### config.mk
export PLATFORM = sky130hd
export DESIGN_NAME = bcd_serial_adder_flat
export DESIGN_NICKNAME = d
export VERILOG_FILES = /design/src/rtl/bcd_serial_adder_if.sv /design/src/rtl/bcd_serial_adder.sv /design/src/flat_wrapper.sv
export SDC_FILE = /design/constraint.sdc
export NUM_CORES = 1
export LEC_CHECK = 0
export ABC_AREA = 0
export BUFFER_PORTS_ARGS = -buffer_cell sky130_fd_sc_hd__buf_2
export CAP_MARGIN = 20
export CORE_MARGIN = 8
export CORE_UTILIZATION = 40
export CTS_CLUSTER_SIZE = 30
export DETAILED_ROUTE_END_ITERATION = 8
export GPL_ROUTABILITY_DRIVEN = 0
export GPL_TIMING_DRIVEN = 1
export SLEW_MARGIN = 30
export SYNTH_ARGS = -nofsm -noshare
export SYNTH_HDL_FRONTEND = slang
export SYNTH_SLANG_ARGS = --single-unit
### constraint.sdc
create_clock -name clk -period 3.9 [get_ports clk]
set_clock_uncertainty 0.05 [all_clocks]
set_input_delay 0.78 -clock clk [delete_from_list [all_inputs] [get_ports clk]]
set_output_delay 0.78 -clock clk [all_outputs]
set_load 0.03 [all_outputs]
### src/rtl/bcd_serial_adder_if.sv
// rtl/bcd_serial_adder_if.sv - operand/result bundle for the serial packed-BCD adder
//
// Purpose: groups the request (start, a, b, cin) and the response
// (busy, done, sum, cout, invalid) of bcd_serial_adder.
// Ports (signals):
//   start   request, sampled by the adder only while busy=0
//   a, b    packed BCD operands, [3:0] is the least-significant digit
//   cin     carry into the least-significant digit
//   busy    digits are being processed
//   done    one-cycle pulse, result valid
//   sum     packed BCD result
//   cout    carry out of the most-significant digit
//   invalid an operand nibble above 9 was seen when the request was taken
// Modports: master drives the request, slave is the adder.

interface bcd_serial_adder_if #(
  parameter int DIGITS = 4
);

  logic                  start;
  logic [4*DIGITS-1:0]   a;
  logic [4*DIGITS-1:0]   b;
  logic                  cin;
  logic                  busy;
  logic                  done;
  logic [4*DIGITS-1:0]   sum;
  logic                  cout;
  logic                  invalid;

  modport master (
    output start, a, b, cin,
    input  busy, done, sum, cout, invalid
  );

  modport slave (
    input  start, a, b, cin,
    output busy, done, sum, cout, invalid
  );

endinterface

### src/rtl/bcd_serial_adder.sv
// rtl/bcd_serial_adder.sv - multi-digit packed-BCD adder, one digit per clock
//
// Purpose: adds two DIGITS-digit packed-BCD operands plus a carry-in,
// least-significant digit first, holding the inter-digit carry in a register
// and shifting each corrected digit into the top of the result.
// Ports:
//   clk   rising-edge clock
//   rst   synchronous reset, active-high
//   bus   bcd_serial_adder_if.slave (start, a, b, cin -> busy, done, sum, cout, invalid)

module bcd_serial_adder #(
  parameter int DIGITS = 4
) (
  input  logic                clk,
  input  logic                rst,
  bcd_serial_adder_if.slave   bus
);

  localparam int W  = 4 * DIGITS;
  localparam int IW = (DIGITS > 1) ? $clog2(DIGITS) : 1;

  typedef enum logic [1:0] {
    IDLE,
    ADD,
    DONE
  } state_t;

  state_t          state;
  logic [W-1:0]    a_q;
  logic [W-1:0]    b_q;
  logic            carry;
  logic [IW-1:0]   idx;
  logic            busy_q;
  logic            done_q;
  logic [W-1:0]    sum_q;
  logic            cout_q;
  logic            invalid_q;

  logic            bad_nibble;
  logic [4:0]      t;
  logic [4:0]      t_adj;
  logic [3:0]      digit;
  logic            digit_carry;
  logic [W-1:0]    sum_next;

  // Any operand nibble above 9 rejects the whole request.
  always_comb begin
    bad_nibble = 1'b0;
    for (int i = 0; i < DIGITS; i++) begin
      if (bus.a[4*i +: 4] > 4'd9 || bus.b[4*i +: 4] > 4'd9) begin
        bad_nibble = 1'b1;
      end
    end
  end

  // Operands are shifted right each step, so the current digit is always [3:0].
  // With valid digits t <= 19, so one +6 correction always suffices.
  always_comb begin
    t           = {1'b0, a_q[3:0]} + {1'b0, b_q[3:0]} + {4'b0, carry};
    t_adj       = t + 5'd6;
    digit       = t[3:0];
    digit_carry = 1'b0;
    if (t > 5'd9) begin
      digit       = t_adj[3:0];
      digit_carry = 1'b1;
    end
    // New digit enters at the top; after DIGITS steps the LSD reaches [3:0].
    sum_next = (sum_q >> 4) | (W'(digit) << (4 * (DIGITS - 1)));
  end

  always_ff @(posedge clk) begin
    if (rst) begin
      state     <= IDLE;
      a_q       <= '0;
      b_q       <= '0;
      carry     <= 1'b0;
      idx       <= '0;
      busy_q    <= 1'b0;
      done_q    <= 1'b0;
      sum_q     <= '0;
      cout_q    <= 1'b0;
      invalid_q <= 1'b0;
    end else begin
      case (state)
        IDLE, DONE: begin
          done_q <= 1'b0;
          state  <= IDLE;
          if (bus.start) begin
            a_q   <= bus.a;
            b_q   <= bus.b;
            carry <= bus.cin;
            sum_q <= '0;
            idx   <= '0;
            if (bad_nibble) begin
              invalid_q <= 1'b1;
              cout_q    <= 1'b0;
              done_q    <= 1'b1;
              state     <= DONE;
            end else begin
              invalid_q <= 1'b0;
              cout_q    <= 1'b0;
              busy_q    <= 1'b1;
              state     <= ADD;
            end
          end
        end
        ADD: begin
          a_q   <= a_q >> 4;
          b_q   <= b_q >> 4;
          carry <= digit_carry;
          sum_q <= sum_next;
          if (idx == IW'(DIGITS - 1)) begin
            cout_q <= digit_carry;
            busy_q <= 1'b0;
            done_q <= 1'b1;
            state  <= DONE;
          end else begin
            idx <= idx + 1'b1;
          end
        end
        default: begin
          state  <= IDLE;
          busy_q <= 1'b0;
          done_q <= 1'b0;
        end
      endcase
    end
  end

  assign bus.busy    = busy_q;
  assign bus.done    = done_q;
  assign bus.sum     = sum_q;
  assign bus.cout    = cout_q;
  assign bus.invalid = invalid_q;

endmodule

### src/flat_wrapper.sv
// flat-port wrapper written by rule: the top's interface ports become plain ports
module bcd_serial_adder_flat 
#(
  parameter int DIGITS = 4
)
  (clk, rst, bus_start, bus_a, bus_b, bus_cin, bus_busy, bus_done, bus_sum, bus_cout, bus_invalid);
  bcd_serial_adder_if #(.DIGITS(DIGITS)) bus_i ();
  input  logic clk;
  input  logic rst;
  input wire logic [$bits(bus_i.start)-1:0] bus_start;
  input wire logic [$bits(bus_i.a)-1:0] bus_a;
  input wire logic [$bits(bus_i.b)-1:0] bus_b;
  input wire logic [$bits(bus_i.cin)-1:0] bus_cin;
  output wire logic [$bits(bus_i.busy)-1:0] bus_busy;
  output wire logic [$bits(bus_i.done)-1:0] bus_done;
  output wire logic [$bits(bus_i.sum)-1:0] bus_sum;
  output wire logic [$bits(bus_i.cout)-1:0] bus_cout;
  output wire logic [$bits(bus_i.invalid)-1:0] bus_invalid;
  assign bus_i.start = bus_start;
  assign bus_i.a = bus_a;
  assign bus_i.b = bus_b;
  assign bus_i.cin = bus_cin;
  assign bus_busy = bus_i.busy;
  assign bus_done = bus_i.done;
  assign bus_sum = bus_i.sum;
  assign bus_cout = bus_i.cout;
  assign bus_invalid = bus_i.invalid;
  bcd_serial_adder #(.DIGITS(DIGITS)) u_core (.clk(clk), .rst(rst), .bus(bus_i));
endmodule
==> results of run 1 <==
-- state kept, by name, summed over array words and instances (netlist names) --
name,cells
u_core.a_q,16
u_core.b_q,16
u_core.bus.busy,1
u_core.bus.cout,1
u_core.bus.invalid,1
u_core.bus.sum,16
u_core.carry,1
u_core.idx,2
u_core.state,2
-- final cells by class --
type	instances	area, um2
Timing Repair Buffer	62	328
Fill cell	584	3010
Tap cell	75	93.8
Clock buffer	5	68.8
Sequential cell	56	1120
Multi-Input combinational cell	206	1170
Clock inverter	3	46.3
Inverter	2	7.51
-- power breakdown --
part,total (mW),switching [mW],internal (mW)
Clock,0.392,0.198,0.194
Combinational,0.155,0.0893,0.0655
Sequential,0.612,0.0149,0.597
Total,1.16,0.302,0.856
-- Yosys cell counts (2+ instances only) --
master | count | area share, %
nor2_1 | 58 | 9.1
dfxtp_1 | 56 | 47
nand2_1 | 41 | 6.4
a22oi_1 | 22 | 6.9
a311oi_1 | 18 | 6.6
o21ai_0 | 11 | 2.3
clkbuf_1 | 10 | 1.6
o22ai_1 | 9 | 2.4
buf_2 | 8 | 1.7
nor3_1 | 8 | 1.7
ha_1 | 5 | 2.6
a21oi_1 | 4 | 0.84
nand3_1 | 4 | 0.84
buf_1 | 3 | 0.47
nor2b_1 | 3 | 0.79
a31oi_1 | 2 | 0.52
and3_1 | 2 | 0.52
fa_1 | 2 | 1.7
inv_1 | 2 | 0.31
nand2b_1 | 2 | 0.52
nand4_1 | 2 | 0.52
-- final timing paths --
check | end | slack [ns] | cells after the start | startpoint
worst max-delay path | u_core.bus.sum[13] | 1.18 | 9 | u_core.carry
worst min-delay path | u_core.a_q[7] | 0.43 | 2 | u_core.a_q[11]
worst max register to register | u_core.bus.sum[13] | 1.18 | 9 | u_core.carry
worst min register to register | u_core.a_q[7] | 0.43 | 2 | u_core.a_q[11]
-- per-stage QoR --
step           utilization (%)  power (mW)  area, um2  worst slack [ns]  cells
5_1_grt                   48.5        1.21       2840              1.01    409
4_1_cts                   48.5        1.17       2840              1.17    409
2_1_floorplan                -       0.728       2390              1.36    285
6_report                  48.5        1.16       2840              1.18    409
3_3_place_gp              46.6       0.777       2730              1.28    401
3_5_place_dp              46.6       0.779       2730              1.20    401
-- cell families (layout without fill, tap and decap cells) --
group,count (synthesis),after routing
adder cells (fa/ha/maj),7,7
AND/OR/NAND/NOR,123,123
XOR/XNOR,1,1
AO/OA/AOI/OAI,75,75
buffers and inverters,23,72
flip-flops,56,56
-- worst reg2reg max path, cell delays in order, from the launching register on --
cell     delay (ns)
dfxtp_1        0.34
fa_1           0.46
fa_1           0.47
xnor2_1        0.20
ha_1           0.25
nor2b_1        0.13
a31oi_1        0.17
nand3_2        0.13
and3_1         0.23
o31ai_2        0.20
-- routing by layer --
metal	up-vias	global-route usage (%)	wire, um
met5	-	0	0
met4	0	4.83	80
met3	5	3.85	314
met2	42	21.6	2850
met1	1028	18.5	2840
li1	1116	-	-
==> results.tsv, run 1 <==
stage	metric	value	unit
logic_synthesis	mux share of post-synthesis cell area	0	%
pwr	maximum VDD drop	0.169	mV
floorplanning	DIE WIDTH	93.3	um
logic_synthesis	#FFs+latches synth	56	
logic_synthesis	Synth Area in Adders	4.29	%
final_layout	most frequent cells in the layout	nor2_1 (58), dfxtp_1 (56), buf_2 (55)	
global_routing	largest net degree at the start of global routing	36	
detailed_routing	final antenna-violating net count	0	
logic_synthesis	Async SR Flop Fraction	0	%
detailed_routing	DRC violations left	0	
pwr	leakage power	1.22	nW
logic_synthesis	EDFF count, synth	0	
logic_synthesis	simple-gate area share of the yosys netlist	21.6	%
logic_synthesis	post-synthesis cell area	2390	um2
global_routing	initial antenna violation count	0	
floorplanning	die footprint	8700	um2
detailed_routing	DR iter-0 viols	174	
sta	slew margin rel.	64.2	%
sta	final worst path period need	2.72	ns
cts	CTS tree	done	
sta	Tcrit/Tclk final	69.8	%
setup_path	crit-path leading delay family	adder cells	
cts	Worst-path clk slew	0.10	ns
cts	clock latency on the worst-skew pair	0.32	ns
detailed_routing	DR pass1 iterations	4	
cts	CTS Buf Count	5	
logic_synthesis	syn nets	328	
cts	clk root buf	clkbuf_8	
cts	# H-tree levels	2	
run_status	status	finished clean	
sta	RSZ-0062 raised after global routing	no	
setup_path	Max FO, Critical Path	5	
logic_synthesis	Netlist cell types	34	
global_routing	Total GRT Usage	14.1	%
logic_synthesis	Synthesis Warnings	0	
logic_synthesis	Cells after Synth	285	
place	Post-DP HPWL	4390	um
detailed_routing	via count	2191	
run	max-cap viol count	0	
final_layout	fin nets	376	
floorplanning	core area	5850	um2
setup_path	critical path's slowest cell	fa_1	
logic_synthesis	post-synthesis compound-gate area fraction	22.8	%
final_layout	commonest non-fill, non-tap cell in the layout	nor2_1	
detailed_routing	Routed WL	6080	um
cts	CTS hold repair buffers	0	
place	PortBufs	55	
cts	# Post-CTS Setup Buffers	0	
final_layout	layout cells sized above 1	22.5	%
setup_path	Required @ worst endpoint	4.09	ns
setup_path	Critical Path, Cell by Cell	fa_1, fa_1, xnor2_1, ha_1, nor2b_1, a31oi_1, nand3_2, and3_1, o31ai_2	
setup_path	nature of the critical path endpoint	flip-flop	
min_path	hold crit path type	reg2reg	
sta	worst hold margin	0.431	ns
setup_path	crit-path max cell delay	0.47	ns
logic_synthesis	Mean Syn Cell Area	8.39	um2
setup_path	Crit path top cell by count	fa_1	
sta	final hold violations	0	
floorplanning	Initial Utilization	40.8	%
cts	CTS Buffer Depth	2	
logic_synthesis	top_reg_cell synth	dfxtp_1	
floorplanning	# IOs	56	
final_layout	Layout area overhead	18.8	%
floorplanning	Site Rows	28	
logic_synthesis	XOR/XNOR Fraction of Synth Area	0.366	%
pwr	PD cells	408	nW/um2
sta	Slew Viols, Final	0	
logic_synthesis	largest family of logic cells by synthesized area	compound AO/OA/AOI/OAI gates	
setup_path	critical path type	reg2reg	
final_layout	diodes inserted	0	
global_routing	first-pass GRT wire length	9920	um
global_routing	gr ovfl total	0	
cts	clk sink count	56	
sta	worst-margin pin slew	0.537	ns
cts	Gates resized, CTS repair	0	
global_routing	vias in the first global route	2051	
detailed_routing	Vias/cell	5.36	
setup_path	worst path arrival time	2.91	ns
sta	Final TNS setup	0	ns
sta	Final setup viols	0	
setup_path	startpoint types	flip-flop	
detailed_routing	DR WL/cell	14.9	um
floorplanning	Die Height	93.3	um
sta	f_max	0.367	GHz
setup_path	Bufs and invs on worst path	0	
logic_synthesis	sequential cell area fraction in the yosys report	46.9	%
(Power assumes the default switching activity.)
==> run 2: changes to the inputs <==
==> constraint.sdc (replaced) <==
create_clock -name clk -period 2.35 [get_ports clk]
set_clock_uncertainty 0.05 [all_clocks]
set_input_delay 0.47 -clock clk [delete_from_list [all_inputs] [get_ports clk]]
set_output_delay 0.47 -clock clk [all_outputs]
set_load 0.03 [all_outputs]
==> run 2 against run 1 <==
Compared with the run above: the flow now finishes with violations (negative setup slack); die area stayed put; combinational power is 120% higher; critical path depth is 1 higher; clock-buffer cell count is 3 higher; total power is 64% higher; via count hardly changed; highest routed layer unchanged.
==> results.tsv, run 2 (synthesized netlist as in run 1, its figures left out) <==
stage	metric	value	unit
sta	Slew Viols, Final	0	
floorplanning	Site Rows	28	
global_routing	gr ovfl total	0	
cts	Worst-path clk slew	0.09	ns
final_layout	diodes inserted	0	
run_status	status	finished, violations left	
detailed_routing	DR pass1 iterations	4	
final_layout	most frequent cells in the layout	nor2_1 (58), buf_2 (55), dfxtp_1 (54)	
cts	CTS tree	done	
setup_path	critical path's slowest cell	fa_2	
global_routing	vias in the first global route	2042	
pwr	maximum VDD drop	0.341	mV
setup_path	crit path launch	u_core.a_q[0]	
sta	final hold violations	0	
pwr	power share of the clock group	28.8	%
min_path	worst hold path endpoint	u_core.a_q[12]	
min_path	hold_sp	bus_a[12]	
setup_path	startpoint types	flip-flop	
place	PortBufs	55	
sta	Setup WS post-layout	-0.0817	ns
cts	clock latency on the worst-skew pair	0.31	ns
pwr	total chip power	1.90	mW
floorplanning	Initial Utilization	40.8	%
floorplanning	# IOs	56	
sta	final worst path period need	2.43	ns
sta	worst-margin pin slew	0.555	ns
pwr	Comb power frac	17.8	%
detailed_routing	Vias/cell	5.22	
sta	RSZ-0062 raised after global routing	yes	
sta	slew margin rel.	63.0	%
global_routing	largest net degree at the start of global routing	53	
setup_path	critical path type	reg2reg	
place	Post-DP HPWL	4590	um
min_path	hold crit path type	in2reg	
setup_path	Critical Path, Cell by Cell	fa_2, fa_2, inv_2, ha_4, nor2b_4, a31oi_2, nand3_2, buf_4, and2_4, o22ai_1	
setup_path	Max FO, Critical Path	5	
global_routing	initial antenna violation count	0	
pwr	Int Pwr	1.40	mW
setup_path	Crit path top cell by count	fa_2	
detailed_routing	via count	2193	
run_status	failing checks	negative setup slack	
floorplanning	Die Height	93.3	um
detailed_routing	DR iter-0 viols	143	
floorplanning	DIE WIDTH	93.3	um
cts	clk sink count	56	
setup_path	crit-path leading delay family	adder cells	
global_routing	Total GRT Usage	14.4	%
setup_path	FF-to-FF End	u_core.bus.cout	
floorplanning	die footprint	8700	um2
setup_path	crit-path max cell delay	0.56	ns
detailed_routing	DRC violations left	0	
floorplanning	core area	5850	um2
final_layout	multi-input logic area	1220	um2
sta	f_max	0.411	GHz
sta	Tcrit/Tclk final	103	%
final_layout	fin nets	387	
final_layout	commonest non-fill, non-tap cell in the layout	nor2_1	
final_layout	fillcell total	566	
pwr	register share of total power	53.4	%
place	Place WS	-0.0677	ns
detailed_routing	final antenna-violating net count	0	
final_layout	layout cells sized above 1	27.5	%
sta	Final setup viols	5	
pwr	Sw Ratio	26.5	%
run	max-cap viol count	0	
cts	CTS Buffer Depth	2	
setup_path	Required @ worst endpoint	2.54	ns
pwr	P_sw	504	uW
global_routing	first-pass GRT wire length	10200	um
cts	CTS hold repair buffers	0	
cts	clk root buf	clkbuf_8	
setup_path	nature of the critical path endpoint	flip-flop	
setup_path	worst path arrival time	2.62	ns
cts	# H-tree levels	2	
min_path	Hold Path Cell Cnt	3	
place	placed cells	408	
pwr	leakage power	1.26	nW
setup_path	r2r startpoint	u_core.a_q[0]	
detailed_routing	DR WL/cell	15.1	um
final_layout	Final Util	50.3	%
cts	CTS Buf Count	5	
setup_path	FF-to-FF setup slack	-0.08	ns
sta	Final TNS setup	-0.272	ns
final_layout	FF+latch area	1120	um2
setup_path	FF-to-FF path depth	10	
pwr	PD cells	646	nW/um2
setup_path	Bufs and invs on worst path	2	
detailed_routing	Routed WL	6330	um
final_layout	Finished Layout Cells	420	
final_layout	Layout area overhead	23.2	%
run 2: cell count changes in the layout (fill, tap and decap cells not counted), moves of 2 or more:
| cell | change |
|---|---|
| buf_4 | +11 |
| clkbuf_1 | +2 |
| dfxtp_1 | -2 |
| dfxtp_2 | +2 |
| fa_1 | -2 |
| fa_2 | +2 |
run 2: metrics by stage:
step	hold WS, ns	instance area, um2
after floorplan	0.405	2400
after global routing	0.368	2950
after detailed placement	0.418	2790
after CTS	0.363	2920
final	0.364	2950
after global placement	0.415	2790
run 2: what timing repair did:
action	in CTS	in global routing
endpoints found under the setup margin	4	5
resized for setup	3	5
hold endpoints to repair	0	0
pin swaps	8	9
buffers inserted	3	1
run 2: how the worst max path moves through the flow:
stage | endpoint | slack, ns | cells past startpoint
global route | u_core.bus.sum[13] | -0.18 | 9
finish | u_core.bus.cout | -0.08 | 10
floorplan | u_core.bus.sum[13] | 0.03 | 9
CTS | u_core.bus.sum[13] | -0.06 | 9
detailed placement | u_core.bus.sum[13] | -0.07 | 9
global placement | u_core.bus.sum[13] | -0.02 | 9
run 2: cell type report:
type / count / share of cell area, %
clock buffer: 8 / 3.06
tap: 75 / 3.19
multi-input combinational: 206 / 41.4
sequential: 56 / 38.1
inverter: 2 / 0.255
timing repair buffer: 73 / 13.9
run 2: layer usage:
layer	vias up	global-route usage [%]	wire length (um)
met5	-	0	0
met4	0	5.23	110
met3	10	2.80	283
met2	51	20.6	2880
met1	1000	20.6	3050
li1	1132	-	-
run 2: power groups by stage:
stage / logic, mW / clock network (mW) / registers, mW
6_report: 0.339 / 0.549 / 1.02
4_1_cts: 0.312 / 0.556 / 1.02
3_5_place_dp: 0.286 / 0 / 1.04
2_1_floorplan: 0.180 / 0 / 1.04
3_3_place_gp: 0.284 / 0 / 1.04
5_1_grt: 0.375 / 0.600 / 1.02
run 2: worst register-to-register path, stage by stage, from the launching register on:
cell and delay [ns]:
dfxtp_2 0.34, fa_2 0.41, fa_2 0.56, inv_2 0.05, ha_4 0.15, nor2b_4 0.12
a31oi_2 0.15, nand3_2 0.14, buf_4 0.17, and2_4 0.14, o22ai_1 0.09
==> run 3: changes to the inputs <==
==> constraint.sdc (replaced) <==
create_clock -name clk -period 2.9 [get_ports clk]
set_clock_uncertainty 0.05 [all_clocks]
set_input_delay 0.58 -clock clk [delete_from_list [all_inputs] [get_ports clk]]
set_output_delay 0.58 -clock clk [all_outputs]
set_load 0.03 [all_outputs]
==> run 3 against run 2 <==
Compared with the run above: core utilization fell by 1.8 points; largest power group unchanged; largest cell class unchanged; routed wire length shrank 2.1%; clock power shrank 17%; critical endpoint is now u_core.bus.sum[13]; hold slack gained 0.066 ns; the run now ends clean; sequential power shrank 19%; sequential share of layout area is 1.3 points higher; combinational power down 37%; fmax is 11% lower; critical path depth fell by 1; first-iteration DRC count grew 51%; cell area decreased by 3.6%.
==> results.tsv, run 3 (synthesized netlist as in run 1, its figures left out) <==
stage	metric	value	unit
run_status	status	finished clean	
sta	final worst path period need	2.73	ns
detailed_routing	Routed WL	6190	um
pwr	Int Pwr	1.11	mW
detailed_routing	DR pass1 iterations	4	
setup_path	nature of the critical path endpoint	flip-flop	
setup_path	Max FO, Critical Path	5	
final_layout	fillcell total	556	
cts	clock latency on the worst-skew pair	0.31	ns
global_routing	largest net degree at the start of global routing	36	
sta	slew margin rel.	63.2	%
final_layout	Layout area overhead	18.8	%
floorplanning	core area	5850	um2
detailed_routing	DR WL/cell	15.1	um
setup_path	crit path launch	u_core.carry	
sta	Final setup viols	0	
setup_path	end of the critical path	u_core.bus.sum[13]	
cts	CTS Buffer Depth	2	
cts	clk sink count	56	
detailed_routing	Vias/cell	5.24	
pwr	leakage power	1.22	nW
cts	CTS tree	done	
setup_path	r2r startpoint	u_core.carry	
floorplanning	Die Height	93.3	um
detailed_routing	final antenna-violating net count	0	
floorplanning	Site Rows	28	
floorplanning	DIE WIDTH	93.3	um
pwr	P_sw	387	uW
cts	# Post-CTS Setup Buffers	0	
floorplanning	die footprint	8700	um2
pwr	maximum VDD drop	0.199	mV
global_routing	first-pass GRT wire length	10600	um
sta	Tcrit/Tclk final	94.1	%
detailed_routing	via count	2142	
sta	worst-margin pin slew	0.551	ns
setup_path	startpoint types	flip-flop	
place	Post-DP HPWL	4480	um
final_layout	most frequent cells in the layout	nor2_1 (58), dfxtp_1 (56), buf_2 (55)	
setup_path	FF-to-FF End	u_core.bus.sum[13]	
global_routing	gr ovfl total	0	
final_layout	fin nets	377	
setup_path	FF-to-FF path depth	9	
cts	# H-tree levels	2	
sta	Final TNS setup	0	ns
sta	f_max	0.367	GHz
pwr	Comb power frac	14.4	%
sta	Slew Viols, Final	0	
place	PortBufs	55	
setup_path	worst path arrival time	2.90	ns
setup_path	critical path type	reg2reg	
floorplanning	# IOs	56	
global_routing	met1 usage	19.2	%
final_layout	diodes inserted	0	
global_routing	initial antenna violation count	0	
min_path	hold crit path type	reg2reg	
global_routing	GRT Max-Usage Layer	met2	
global_routing	Total GRT Usage	14.9	%
cts	clk root buf	clkbuf_8	
cts	CTS Buf Count	5	
cts	Worst-path clk slew	0.10	ns
final_layout	layout cells sized above 1	23.1	%
cts	CTS hold repair buffers	0	
run	max-cap viol count	0	
pwr	total chip power	1.49	mW
floorplanning	Initial Utilization	40.8	%
detailed_routing	DR iter-0 viols	216	
setup_path	Required @ worst endpoint	3.08	ns
cts	Gates resized, CTS repair	0	
pwr	PD cells	526	nW/um2
pwr	power share of the clock group	30.5	%
detailed_routing	DRC violations left	0	
sta	final hold violations	0	
global_routing	met2 GRT Util	24.0	%
setup_path	FF-to-FF setup slack	0.17	ns
global_routing	vias in the first global route	2200	
global_routing	GRT met3 Usage	3.13	%
pwr	register share of total power	55.1	%
sta	RSZ-0062 raised after global routing	no	
pwr	Sw Ratio	25.9	%
final_layout	commonest non-fill, non-tap cell in the layout	nor2_1	
run 3: cell types whose count changed in the layout (fill, tap and decap cells not counted), sizes merged:
| cell | previous run | this run |
|---|---|---|
| clkbuf | 8 | 7 |
| buf | 73 | 63 |
run 3: area by class of cell:
cell class / count / area (um2) / area share (%)
well taps: 75 / 93.8 / 3.31
clock buffers: 7 / 96.3 / 3.39
flip-flops and latches: 56 / 1120 / 39.5
inverters: 2 / 7.51 / 0.264
multi-input cells: 206 / 1180 / 41.7
repair buffers: 63 / 335 / 11.8
run 3: stage by stage:
| stage | hold slack (ns) | instance area (um2) | std cells | worst slack, ns | utilization (%) |
|---|---|---|---|---|---|
| after global routing | 0.457 | 2840 | 409 | 0.0281 | 48.5 |
| final | 0.429 | 2840 | 409 | 0.172 | 48.5 |
| after floorplan | 0.405 | 2390 | 285 | 0.357 | - |
| after detailed placement | 0.418 | 2730 | 402 | 0.177 | 46.7 |
| after global placement | 0.412 | 2730 | 402 | 0.273 | 46.7 |
| after CTS | 0.433 | 2830 | 409 | 0.143 | 48.4 |
run 3: worst max-delay path, stage by stage, from the launching register on:
cell	delay [ns]
dfxtp_1	0.34
fa_1	0.47
fa_2	0.58
inv_1	0.08
ha_1	0.22
nor2b_1	0.14
a31oi_1	0.19
nand3_2	0.14
and3_1	0.23
o31ai_2	0.21
run 3: worst min path at each step:
stage	startpoint	to	slack (ns)	cells after the start
6_report	u_core.a_q[9]	u_core.a_q[5]	0.43	2
2_1_floorplan	u_core.a_q[14]	u_core.a_q[10]	0.40	2
3_5_place_dp	u_core.b_q[14]	u_core.b_q[10]	0.42	2
3_3_place_gp	u_core.a_q[11]	u_core.a_q[7]	0.41	2
4_1_cts	u_core.a_q[9]	u_core.a_q[5]	0.43	2
5_1_grt	u_core.b_q[6]	u_core.b_q[6]	0.46	2
run 3: metal layers:
metal  vias up  part of all wire, %  routed length, um
met5         -                    0                  0
met4         0                 0.55                 34
met3         2                  3.5                218
met2        29                   48               2960
met1      1002                   48               2980
li1       1109                    -                  -
run 3: power groups by stage:
stage / registers, mW / clock network [mW] / logic (mW)
4_1_cts: 0.823 / 0.471 / 0.212
2_1_floorplan: 0.840 / 0 / 0.140
3_3_place_gp: 0.840 / 0 / 0.206
5_1_grt: 0.828 / 0.496 / 0.243
6_report: 0.823 / 0.456 / 0.215
3_5_place_dp: 0.840 / 0 / 0.211
